[src/rtl/sdr_req_responder.sv]
// Two-client toggle-handshake responder: round-robin grant, one single-word
// transaction on the registered memory port, read data and ack returned to the client.
module sdr_req_responder #(
  parameter int unsigned TIMEOUT_CYCLES = 255,
  parameter logic [15:0] FAIL_DATA      = 16'hFFFF
) (
  input  logic        CLK_32M,
  input  logic        RESET,
  input  logic        c0_req,
  output logic        c0_ack,
  input  logic [23:0] c0_addr,
  input  logic [1:0]  c0_wr_sel,
  input  logic [15:0] c0_din,
  output logic [15:0] c0_dout,
  input  logic        c1_req,
  output logic        c1_ack,
  input  logic [23:0] c1_addr,
  input  logic [1:0]  c1_wr_sel,
  input  logic [15:0] c1_din,
  output logic [15:0] c1_dout,
  output logic        mem_req,
  output logic [23:0] mem_addr,
  output logic        mem_we,
  output logic [1:0]  mem_be,
  output logic [15:0] mem_din,
  input  logic [15:0] mem_dout,
  input  logic        mem_rdy,
  output logic        timeout_err,
  output logic [1:0]  dbg_state
);

  typedef enum logic [1:0] {
    ST_IDLE  = 2'd0,
    ST_ISSUE = 2'd1,
    ST_WAIT  = 2'd2
  } state_t;

  localparam bit          TO_EN   = (TIMEOUT_CYCLES != 0);
  localparam logic [15:0] TO_LAST = TO_EN ? 16'(TIMEOUT_CYCLES - 1) : 16'd0;

  state_t      state;
  state_t      state_nxt;
  logic        last_grant;
  logic        grant;
  logic [15:0] wait_cnt;

  logic        pend0;
  logic        pend1;
  logic        any_pend;
  logic        sel;
  logic        done_rdy;
  logic        done_to;
  logic        done;

  // Handshake: a client request is pending while its req differs from ack;
  // completion copies req onto ack, one transaction in flight at a time.
  always_comb begin
    pend0    = c0_req ^ c0_ack;
    pend1    = c1_req ^ c1_ack;
    any_pend = pend0 | pend1;
    sel      = (pend0 && pend1) ? ~last_grant : pend1;
    done_rdy = (state == ST_WAIT) && mem_rdy;
    done_to  = (state == ST_WAIT) && !mem_rdy && TO_EN && (wait_cnt == TO_LAST);
    done     = done_rdy | done_to;
  end

  always_comb begin
    state_nxt = state;
    case (state)
      ST_IDLE:  if (any_pend) state_nxt = ST_ISSUE;
      ST_ISSUE: state_nxt = ST_WAIT;
      ST_WAIT:  if (done) state_nxt = ST_IDLE;
      default:  state_nxt = ST_IDLE;
    endcase
  end

  always_ff @(posedge CLK_32M) begin
    if (RESET) state <= ST_IDLE;
    else       state <= state_nxt;
  end

  assign dbg_state = state;

  always_ff @(posedge CLK_32M) begin
    if (RESET) begin
      c0_ack      <= 1'b0;
      c1_ack      <= 1'b0;
      c0_dout     <= 16'd0;
      c1_dout     <= 16'd0;
      mem_req     <= 1'b0;
      mem_addr    <= 24'd0;
      mem_we      <= 1'b0;
      mem_be      <= 2'b00;
      mem_din     <= 16'd0;
      timeout_err <= 1'b0;
      last_grant  <= 1'b1;
      grant       <= 1'b0;
      wait_cnt    <= 16'd0;
    end else begin
      case (state)
        ST_IDLE: begin
          if (any_pend) begin
            grant      <= sel;
            last_grant <= sel;
            mem_req    <= 1'b1;
            if (sel) begin
              mem_addr <= c1_addr;
              mem_din  <= c1_din;
              mem_we   <= |c1_wr_sel;
              mem_be   <= (|c1_wr_sel) ? c1_wr_sel : 2'b11;
            end else begin
              mem_addr <= c0_addr;
              mem_din  <= c0_din;
              mem_we   <= |c0_wr_sel;
              mem_be   <= (|c0_wr_sel) ? c0_wr_sel : 2'b11;
            end
          end
        end
        ST_ISSUE: begin
          mem_req  <= 1'b0;
          wait_cnt <= 16'd0;
        end
        ST_WAIT: begin
          if (done) begin
            // Writes leave the client's read data untouched.
            if (!mem_we) begin
              if (grant) c1_dout <= done_rdy ? mem_dout : FAIL_DATA;
              else       c0_dout <= done_rdy ? mem_dout : FAIL_DATA;
            end
            if (grant) c1_ack <= c1_req;
            else       c0_ack <= c0_req;
            if (done_to) timeout_err <= 1'b1;
          end else if (wait_cnt != 16'hFFFF) begin
            wait_cnt <= wait_cnt + 16'd1;
          end
        end
        default: mem_req <= 1'b0;
      endcase
    end
  end

endmodule
[config.mk]
export PLATFORM = sky130hd
export DESIGN_NAME = sdr_req_responder
export DESIGN_NICKNAME = d
export VERILOG_FILES = /design/src/rtl/sdr_req_responder.sv
export SDC_FILE = /design/constraint.sdc
export NUM_CORES = 1
export LEC_CHECK = 0
export CAP_MARGIN = 20
export CORE_MARGIN = 4
export CORE_UTILIZATION = 35
export DETAILED_ROUTE_END_ITERATION = 10
export GPL_TIMING_DRIVEN = 0
export HOLD_SLACK_MARGIN = 0.06
export PLACE_DENSITY_LB_ADDON = 0.12
export SETUP_SLACK_MARGIN = 0.3
export SLEW_MARGIN = 20
export SYNTH_ARGS = -nofsm -noshare
export SYNTH_HDL_FRONTEND = slang
export SYNTH_SLANG_ARGS = --single-unit
[constraint.sdc]
create_clock -name CLK_32M -period 3.1 [get_ports CLK_32M]
set_input_delay 0.31 -clock CLK_32M [delete_from_list [all_inputs] [get_ports CLK_32M]]
set_output_delay 0.31 -clock CLK_32M [all_outputs]
set_load 0.03 [all_outputs]
### Word level (Yosys, flattened, before mapping)

Cells that the tools add are included.

| storage, ports and cells | value |
|---|---|
| register bits after elaboration | 99 |
| input bits | 105 |
| word-level logic and storage cells | 65 |

| cells by class | value |
|---|---|
| $add $sub $neg | 1 |
| equality and inequality tests | 8 |
| multiplexer cells | 16 |
| bitwise gates (word level) | 8 |
| reductions and logical operators | 18 |

Operator list:

| cell | count |
|---|---|
| 2-to-1 mux 16 bit | 4 |
| case mux 16 bit (2 select lines) | 1 |
| 2-to-1 mux 24 bit | 1 |
| adder 16 x 1 -> 16 bit, second input constant | 1 |
| == test 16 x 8 -> 1 bit, second input constant | 1 |
| != test 16 bit, second input constant | 1 |
| AND reduction 3 bit | 4 |
| 2-to-1 mux 2 bit | 5 |
| AND reduction 4 bit | 2 |
| != test 2 bit, second input constant | 3 |
| case mux 2 bit (3 select lines) | 1 |
| AND reduction 2 bit | 3 |
| logical AND 1 bit | 4 |
| NOT 1 bit | 4 |
| OR reduction 2 bit | 2 |
| 2-to-1 mux 1 bit | 3 |
| == test 2 x 1 -> 1 bit, second input constant | 1 |
| == test 2 bit, second input constant | 1 |
| zero test 2 bit | 1 |
| != test 2 x 1 -> 1 bit, second input constant | 1 |
| bitwise OR 1 bit | 2 |
| case mux 1 bit (2 select lines) | 1 |
| nonzero test 2 bit | 1 |
| XOR 1 bit | 2 |
| zero test 1 bit | 1 |

### Longest topological paths before layout

Gate-level depths: netlist of the first run.

| depth | value |
|---|---|
| depth after elaboration | 6 |
| depth in mapped cells | 7 |

### Worst setup path after synthesis of the first run

Ideal clock, no wire load.

| timing | value |
|---|---|
| path kind | reg2reg |
| start point | register state[1], in the netlist dbg_state[1] |
| end point | register c0_dout[7] |
| setup time | 115 ps |
| data arrival time | 1,866 ps |
| slack | 1,120 ps |
| cell stages (with the launch flop) | 7 |
| path buffers | 1 |
| period minus slack after synthesis | 1,980 ps |
| cells stage by stage | dfxtp_1 -> nand2b_1 -> or3_1 -> nor2_1 -> clkbuf_1 -> a21oi_1 -> o21a_1 |

| between the ends | value |
|---|---|
| cells in the longest elaborated chain, start to end | 5 |
| elaborated cells between the ends (all ways) | 7 |
| classes of those cells | eq/ne (1); mux (1); bitwise (1); reduce/logical (4) |

Ends and longest elaborated chain:

| element | line | text |
|---|---|---|
| from (decl) | 41 | `state_t state;` |
| from (signal assigned) | 79 | `else state <= state_nxt;` |
| == test 2 bit * | 62, 63, 100 |  |
| logical AND 1 bit (2 in a row) | 63 | `done_to = (state == ST_WAIT) && !mem_rdy && TO_EN && (wait_cnt == TO_LAST);` |
| bitwise OR 1 bit | 64 | `done = done_rdy \| done_to;` |
| AND reduction 4 bit (no line) | -- |  |
| to (signal assigned) | 128 | `else c0_dout <= done_rdy ? mem_dout : FAIL_DATA;` |
| to (decl) | 14 | `output logic [15:0] c0_dout,` |

Mark *: on every way between the ends. The rest lies on a longest branch, timed or not.
A chain may end at the register's enable or synchronous reset.

### Worst setup path in the final report of the first run

| timing | value |
|---|---|
| start point | register wait_cnt[1] |
| end point | register wait_cnt[3] |

| between the ends | value |
|---|---|
| cells in the longest elaborated chain, start to end | 5 |
| elaborated cells between the ends (all ways) | 11 |
| classes of those cells | add/sub (1); eq/ne (4); mux (3); bitwise (1); reduce/logical (2) |

Ends and longest elaborated chain:

| element | line | text |
|---|---|---|
| from (decl) | 45 | `logic [15:0] wait_cnt;` |
| from (signal assigned) | 134 | `wait_cnt <= wait_cnt + 16'd1;` |
| parallel branches: the longest is 5 deep, another holds adder 16 x 1 -> 16 bit | -- |  |

Parallel ways; which one is timed is not known. The select of a mux whose other input is x is not followed.

==> run summary, run 1 <==
* **capture point of the critical path** wait_cnt[3]
* **type of the setup path with the least slack** register to register
* **standard-cell rows** 40
* **final hold vios** 0
* **sequential share of the synthesized area** 45.74%
* **placer's final routability congestion estimate** 0.8315
* **Post-synth top cells** sky130_fd_sc_hd__dfxtp_1, sky130_fd_sc_hd__nor2_1, sky130_fd_sc_hd__mux2i_1, sky130_fd_sc_hd__a211oi_1, sky130_fd_sc_hd__inv_1
* **cts hold-fix bufs** 0
* **Chip Height** 119.3 µm
* **clock tree from TritonCTS** done
* **RSZ-0062 raised after global routing** false
* **maximum number of pins on one net before global-route repair** 18
* **Antenna Diode Count** 0
* **synthesized cell area** 4333 µm²
* **final setup violating endpoints** 0
* **post-synthesis sequential element count** 99
* **maximum level of the CTS H-tree** 3
* **maximum clock insertion buffer count** 2
* **number of resized instances in the post-cts repair step** 0
* **area occupied by registers** 1982 µm²
* **number of design-rule violations left by the first detailed-router iteration** 224
* **number of setup buffers added after CTS** 0
* **crit share post-route** 79.75%
* **first drt pass iteration count** 4
* **Overflow after GRT** 0
* **post-detailed-route DRC marker count** 0
* **Synth async-reset ratio** 0%
* **worst setup slack for register-to-register paths** 630 ps
* **clock root buffer master** sky130_fd_sc_hd__clkbuf_16
* **CP required** 3380 ps
* **Synth Net Count** 571
* **critical register-to-register path startpoint** wait_cnt[1]
* **Reg2Reg Depth** 7
* **instance count of the mapped netlist** 464
* **library cell with the highest instance count after synthesis** sky130_fd_sc_hd__dfxtp_1
* **max-slew headroom at the worst pin** 57.31%
* **biggest area contributors in the synthesized netlist** sky130_fd_sc_hd__dfxtp_1, sky130_fd_sc_hd__mux2i_1, sky130_fd_sc_hd__a211oi_1
* **crit-path max FO** 10
* **pre-CTS setup slack** 557.6 ps
* **vias in the first global route** 4278
* **arrival time worst endpoint** 2750 ps
* **Core Footprint** 12060 µm²
* **top achievable clock speed** 404.5 MHz
* **Initial Util** 35.92%
* **final number of max-transition violations** 0
* **Critical path origin** wait_cnt[1]
* **synthesis warning total** 0
* **average footprint of a synthesized cell** 9.338 µm²
* **Die Span X** 119.3 µm
* **layout cell share with drive strength beyond 1** 6.617%
* **setup slack after layout** 627.6 ps
* **status** completed
* **antenna violations before repair** 0
* **Area Growth Syn to Fin** 53.97%
* **reported max-cap violation count** 0
* **total negative setup slack** 0 ps
* **critical path capture point type** register
* **CP startpoint kind** register
* **commonest register cell after synthesis** sky130_fd_sc_hd__dfxtp_1
* **Setup Skew** 8.458 ps
* **Worst IR Drop VDD** 0.2505 mV
* **cell accounting for the most synthesized area** sky130_fd_sc_hd__dfxtp_1
* **number of enable-type register cells in the synthesized netlist** 0
* **placed wire-length estimate after detailed placement** 10300 µm
* **via count** 4203
* **average detailed-routed wire length per instance** 15.81 µm
* **remaining antenna violation count after routing** 0
* **area of the multi-input gates** 2106 µm²
* **# fillers** 1125
* **power density over cell area** 504.0 nW/µm²
* **post-synth cell types** 49
* **port bufs** 185
* **Total Routed Length** 13170 µm
* **die outline area** 14220 µm²
* **Hold WC Path Type** register to register
* **minimum clock period** 2472 ps
* **ports placed on the boundary** 186
* **share of the synthesized area in the top cell type** 45.74%
* **via density per instance** 5.046
* **post-layout net count** 767
* **leakage power** 2.482 nW
* **Num CTS Buffers** 9
* **clock latency reported for the late side of the worst-skew pair** 350 ps
* **first-pass GRT wire length** 21270 µm
* **GRT Overall Usage** 18.60%
* **clock transition at the register clock pins on the worst setup and hold paths after CTS** 70 ps
* **CTS sink count** 99
* **transition time of the tightest slew-check pin** 634.5 ps
* **reg-to-reg endpoint** wait_cnt[3]
-- worst max-delay path, stage by stage (launching register included) --
cell and delay [ps]:
sky130_fd_sc_hd__dfxtp_1 430, sky130_fd_sc_hd__ha_1 260, sky130_fd_sc_hd__nand4_1 220, sky130_fd_sc_hd__nor4_1 600
sky130_fd_sc_hd__nand2b_1 280, sky130_fd_sc_hd__o21ai_1 170, sky130_fd_sc_hd__buf_2 260, sky130_fd_sc_hd__a31oi_1 190
-- cells in the final DEF (no fill, tap or decap), types with 2 or more instances in the layout --
cell                                n
sky130_fd_sc_hd__nor2_1            58
sky130_fd_sc_hd__mux2i_1           42
sky130_fd_sc_hd__buf_4              3
sky130_fd_sc_hd__nand3b_1           2
sky130_fd_sc_hd__o21ai_0            5
sky130_fd_sc_hd__a31oi_1           17
sky130_fd_sc_hd__buf_2              4
sky130_fd_sc_hd__a211oi_1          40
sky130_fd_sc_hd__nand4_1            4
sky130_fd_sc_hd__ha_1               2
sky130_fd_sc_hd__nor4_1             5
sky130_fd_sc_hd__and4_1             2
sky130_fd_sc_hd__or4_1              3
sky130_fd_sc_hd__a41oi_1            2
sky130_fd_sc_hd__o31ai_1            3
sky130_fd_sc_hd__clkbuf_1          23
sky130_fd_sc_hd__a21oi_1           23
sky130_fd_sc_hd__or3_1              5
sky130_fd_sc_hd__buf_1              3
sky130_fd_sc_hd__xor2_1             2
sky130_fd_sc_hd__o21a_1            17
sky130_fd_sc_hd__nand2_1           15
sky130_fd_sc_hd__nand3_1           10
sky130_fd_sc_hd__and3_1             4
sky130_fd_sc_hd__clkbuf_16          9
sky130_fd_sc_hd__o21ai_1            3
sky130_fd_sc_hd__o221a_2           16
sky130_fd_sc_hd__clkdlybuf4s50_1  185
sky130_fd_sc_hd__inv_1             26
sky130_fd_sc_hd__nand2b_1           3
sky130_fd_sc_hd__a21boi_0           3
sky130_fd_sc_hd__dfxtp_1           99
sky130_fd_sc_hd__o311ai_0           3
sky130_fd_sc_hd__inv_6              3
-- layer usage --
metal	GRT usage (%)	up-vias	part of all wire, %
li1	-	2098	-
met1	21.06	1945	41
met2	31.93	146	49
met3	7.312	14	8.9
met4	6.083	0	1.2
met5	0	-	0
-- final cells by class --
type / instances / area share, %
well taps: 168 / 3.151
inverters: 26 / 1.463
plain buffers: 33 / 2.213
repair buffers: 185 / 27.76
clock inverters: 6 / 0.7127
multi-input cells: 306 / 31.56
flip-flops and latches: 99 / 29.71
clock buffers: 10 / 3.432
-- power by group --
group | switching (mW) | leakage [nW] | internal [mW] | total (mW)
combinational | 0.472 | 1.54 | 0.400 | 0.872
sequential | 0.0577 | 0.811 | 1.37 | 1.43
clock | 0.509 | 0.134 | 0.554 | 1.06
-- worst min path at each step --
stage                          from   endpoint  slack [ps]  cells past startpoint
after floorplan              c0_req     c0_ack         450                      2
after global placement    mem_be[1]  mem_be[1]         450                      2
after detailed placement  mem_be[0]  mem_be[0]         450                      2
after CTS                 mem_be[0]  mem_be[0]         460                      2
after global routing      mem_be[0]  mem_be[0]         480                      2
final                     mem_be[0]  mem_be[0]         460                      2
-- stage by stage --
step | instance area (µm²) | util (%) | cells | hold slack (ps) | total power, mW
floorplan | 4333 | - | 464 | 446.3 | 1.919
global placement | 6395 | 53.02 | 817 | 446.8 | 2.323
detailed placement | 6395 | 53.02 | 817 | 449.8 | 2.336
CTS | 6671 | 55.31 | 833 | 460.4 | 3.398
global route | 6671 | 55.31 | 833 | 483.0 | 3.529
finish | 6671 | 55.31 | 833 | 459.2 | 3.363
-- cell families after synthesis --
kind of cell | after synthesis | share of synthesized area (%)
muxes | 42 | 9.702
buffers and inverters | 59 | 5.660
and+or+nand+nor | 119 | 13.72
DFF | 99 | 45.74
AOI/OAI and AO/OA | 141 | 24.20
xor gates and xnor gates | 2 | 0.4043
adders and majority gates | 2 | 0.5774
-- state kept, by name (all words and copies together), names as in the netlist --
register     cells
c0_dout         16
c1_ack           1
wait_cnt        16
mem_we           1
timeout_err      1
mem_addr        24
dbg_state        2
mem_din         16
grant            1
mem_be           2
c0_ack           1
last_grant       1
mem_req          1
c1_dout         16
(Power assumes the default switching activity.)
==> inputs of run 2 (changes only) <==
==> constraint.sdc (replaced) <==
create_clock -name CLK_32M -period 2.6 [get_ports CLK_32M]
set_input_delay 0.26 -clock CLK_32M [delete_from_list [all_inputs] [get_ports CLK_32M]]
set_output_delay 0.26 -clock CLK_32M [all_outputs]
set_load 0.03 [all_outputs]
==> run 2 against run 1 <==
  * Die area unchanged
  * Largest cell class unchanged
  * Clock power increased by 19%
  * Largest power group unchanged
  * Setup slack got worse by 160 ps
  * Total power increased by 19%
  * Sequential power increased by 19%
  * Core utilization increased by 0.35 points
==> run summary, run 2 (synthesis gave the netlist of run 1 again) <==
* **CP startpoint kind** register
* **critical register-to-register path startpoint** dbg_state[1]
* **slowest cell on the critical path** sky130_fd_sc_hd__buf_1
* **Antenna Diode Count** 0, unchanged
* **top achievable clock speed** 469.0 MHz, +16%
* **standard-cell rows** 40, unchanged
* **post-layout net count** 768, +0.13%
* **RSZ-0062 raised after global routing** true
* **# fillers** 1116, -0.80%
* **placed wire-length estimate after detailed placement** 10300 µm, unchanged
* **commonest non-fill, non-tap cell in the layout** sky130_fd_sc_hd__clkdlybuf4s50_1
* **hold path start** mem_be[0]
* **remaining antenna violation count after routing** 0, unchanged
* **number of cells after detailed placement** 817, unchanged
* **antenna violations before repair** 0, unchanged
* **cells along the critical path** nand2b_1 > clkbuf_1 > nor4_1 > buf_1 > a41oi_1 > a31oi_1
* **ports placed on the boundary** 186, unchanged
* **pre-CTS setup slack** 107.6 ps, -450.0 ps
* **max-slew headroom at the worst pin** 64.70%, +7.4 points
* **maximum number of pins on one net before global-route repair** 18, unchanged
* **register name with the most flops** mem_addr
* **clock tree from TritonCTS** done
* **clock root buffer master** sky130_fd_sc_hd__clkbuf_16
* **Setup Skew** 8.064 ps, -0.3931 ps
* **clock transition at the register clock pins on the worst setup and hold paths after CTS** 70 ps, about the same
* **post-detailed-route DRC marker count** 0, unchanged
* **status** completed
* **cts hold-fix bufs** 0, unchanged
* **Num CTS Buffers** 9, unchanged
* **setup slack after layout** 467.7 ps, -160.0 ps
* **critical path capture point type** register
* **top library cells by usage in the layout, fill and taps aside** sky130_fd_sc_hd__clkdlybuf4s50_1, sky130_fd_sc_hd__dfxtp_1, sky130_fd_sc_hd__nor2_1
* **Hold WC Path Type** register to register
* **placer's final routability congestion estimate** 0.8315, unchanged
* **layout cell share with drive strength beyond 1** 7.808%, +1.2 points
* **crit share post-route** 82.01%, +2.3 points
* **reported max-cap violation count** 0, unchanged
* **vias in the first global route** 4298, +0.47%
* **GRT Overall Usage** 18.66%, +0.060 points
* **transition time of the tightest slew-check pin** 525.9 ps, -108.6 ps
* **port bufs** 185, unchanged
* **total negative setup slack** 0 ps, unchanged
* **flip-flop count of the largest register, all copies and words added** 24, unchanged
* **first-pass GRT wire length** 21330 µm, +0.32%
* **final hold vios** 0, unchanged
* **Power Total** 4.006 mW, +19%
* **final number of max-transition violations** 0, unchanged
* **Largest stage delay, worst path** 450 ps, -150 ps
* **arrival time worst endpoint** 2400 ps, -350 ps
* **Total Routed Length** 13180 µm, about the same
* **number of design-rule violations left by the first detailed-router iteration** 219, -2.2%
* **crit-path max FO** 10, unchanged
* **final setup violating endpoints** 0, unchanged
* **maximum level of the CTS H-tree** 3, unchanged
* **Chip Height** 119.3 µm, unchanged
* **power density over cell area** 596.7 nW/µm², +18%
* **area occupied by registers** 1983 µm², about the same
* **Critical path origin** dbg_state[1]
* **area of the multi-input gates** 2136 µm², +1.4%
* **first drt pass iteration count** 4, unchanged
* **Die Span X** 119.3 µm, unchanged
* **type of the setup path with the least slack** register to register
* **die outline area** 14220 µm², unchanged
* **CTS sink count** 99, unchanged
* **via density per instance** 5.065, +0.38%
* **via count** 4224, +0.50%
* **Core Footprint** 12060 µm², unchanged
* **maximum clock insertion buffer count** 2, unchanged
* **clock latency reported for the late side of the worst-skew pair** 350 ps, about the same
* **leakage power** 2.511 nW, +1.2%
* **minimum clock period** 2132 ps, -340.0 ps
* **Overflow after GRT** 0, unchanged
* **number of standard cells in the layout, taps in and fillers out** 834, +0.12%
* **Initial Util** 35.92%, unchanged
* **CP required** 2870 ps, -510 ps
* **Worst IR Drop VDD** 0.2993 mV, +20%
* **Area Growth Syn to Fin** 54.95%
* **average detailed-routed wire length per instance** 15.80 µm, about the same
==> run 2: repair_timing <==
item,in CTS,in global routing
resized for setup,2,10
endpoints found under the hold margin,0,0
pin swaps,0,1
endpoints found under the setup margin,12,25
buffers inserted,0,1
==> run 2: layout make-up <==
class,instances,share of cell area [%]
sequential,99,29.54
clock buffer,10,3.410
inverter,26,1.454
timing repair buffer,186,27.69
multi-input combinational,306,31.81
tap,168,3.131
clock inverter,6,0.7082
buffer,33,2.255
==> run 2: path summary, 6_finish.rpt <==
path	end	slack, ps	cells after the start
setup reg to reg	wait_cnt[9]	470	6
hold reg to reg	mem_be[0]	460	2
setup / recovery	wait_cnt[9]	470	6
hold / removal	mem_be[0]	460	2
==> run 2: worst max-delay path: cells and delay by family, from the launching register on <==
kind,cells,cell delay [ps]
simple gates,2,570
buf+inv,2,700
flops,1,440
compound gates,2,360
==> run 2: where the power goes <==
part           switching, mW  internal (mW)  total [mW]
registers             0.0684           1.63        1.70
logic                  0.564          0.479        1.04
clock network          0.602          0.660        1.26
total                   1.23           2.77        4.01
==> run 2: per-stage QoR <==
step	hold WS, ps	instance area, µm²	util (%)
floorplan	396.3	4333	-
CTS	460.4	6686	55.44
global route	483.0	6714	55.66
finish	459.6	6714	55.66
global placement	446.8	6395	53.02
detailed placement	449.8	6395	53.02
==> run 2: layer usage <==
layer | global-route usage [%] | part of all wire [%]
met1 | 21.23 | 41
met2 | 31.79 | 49
met3 | 7.360 | 9.3
met4 | 6.300 | 1.4
met5 | 0 | 0
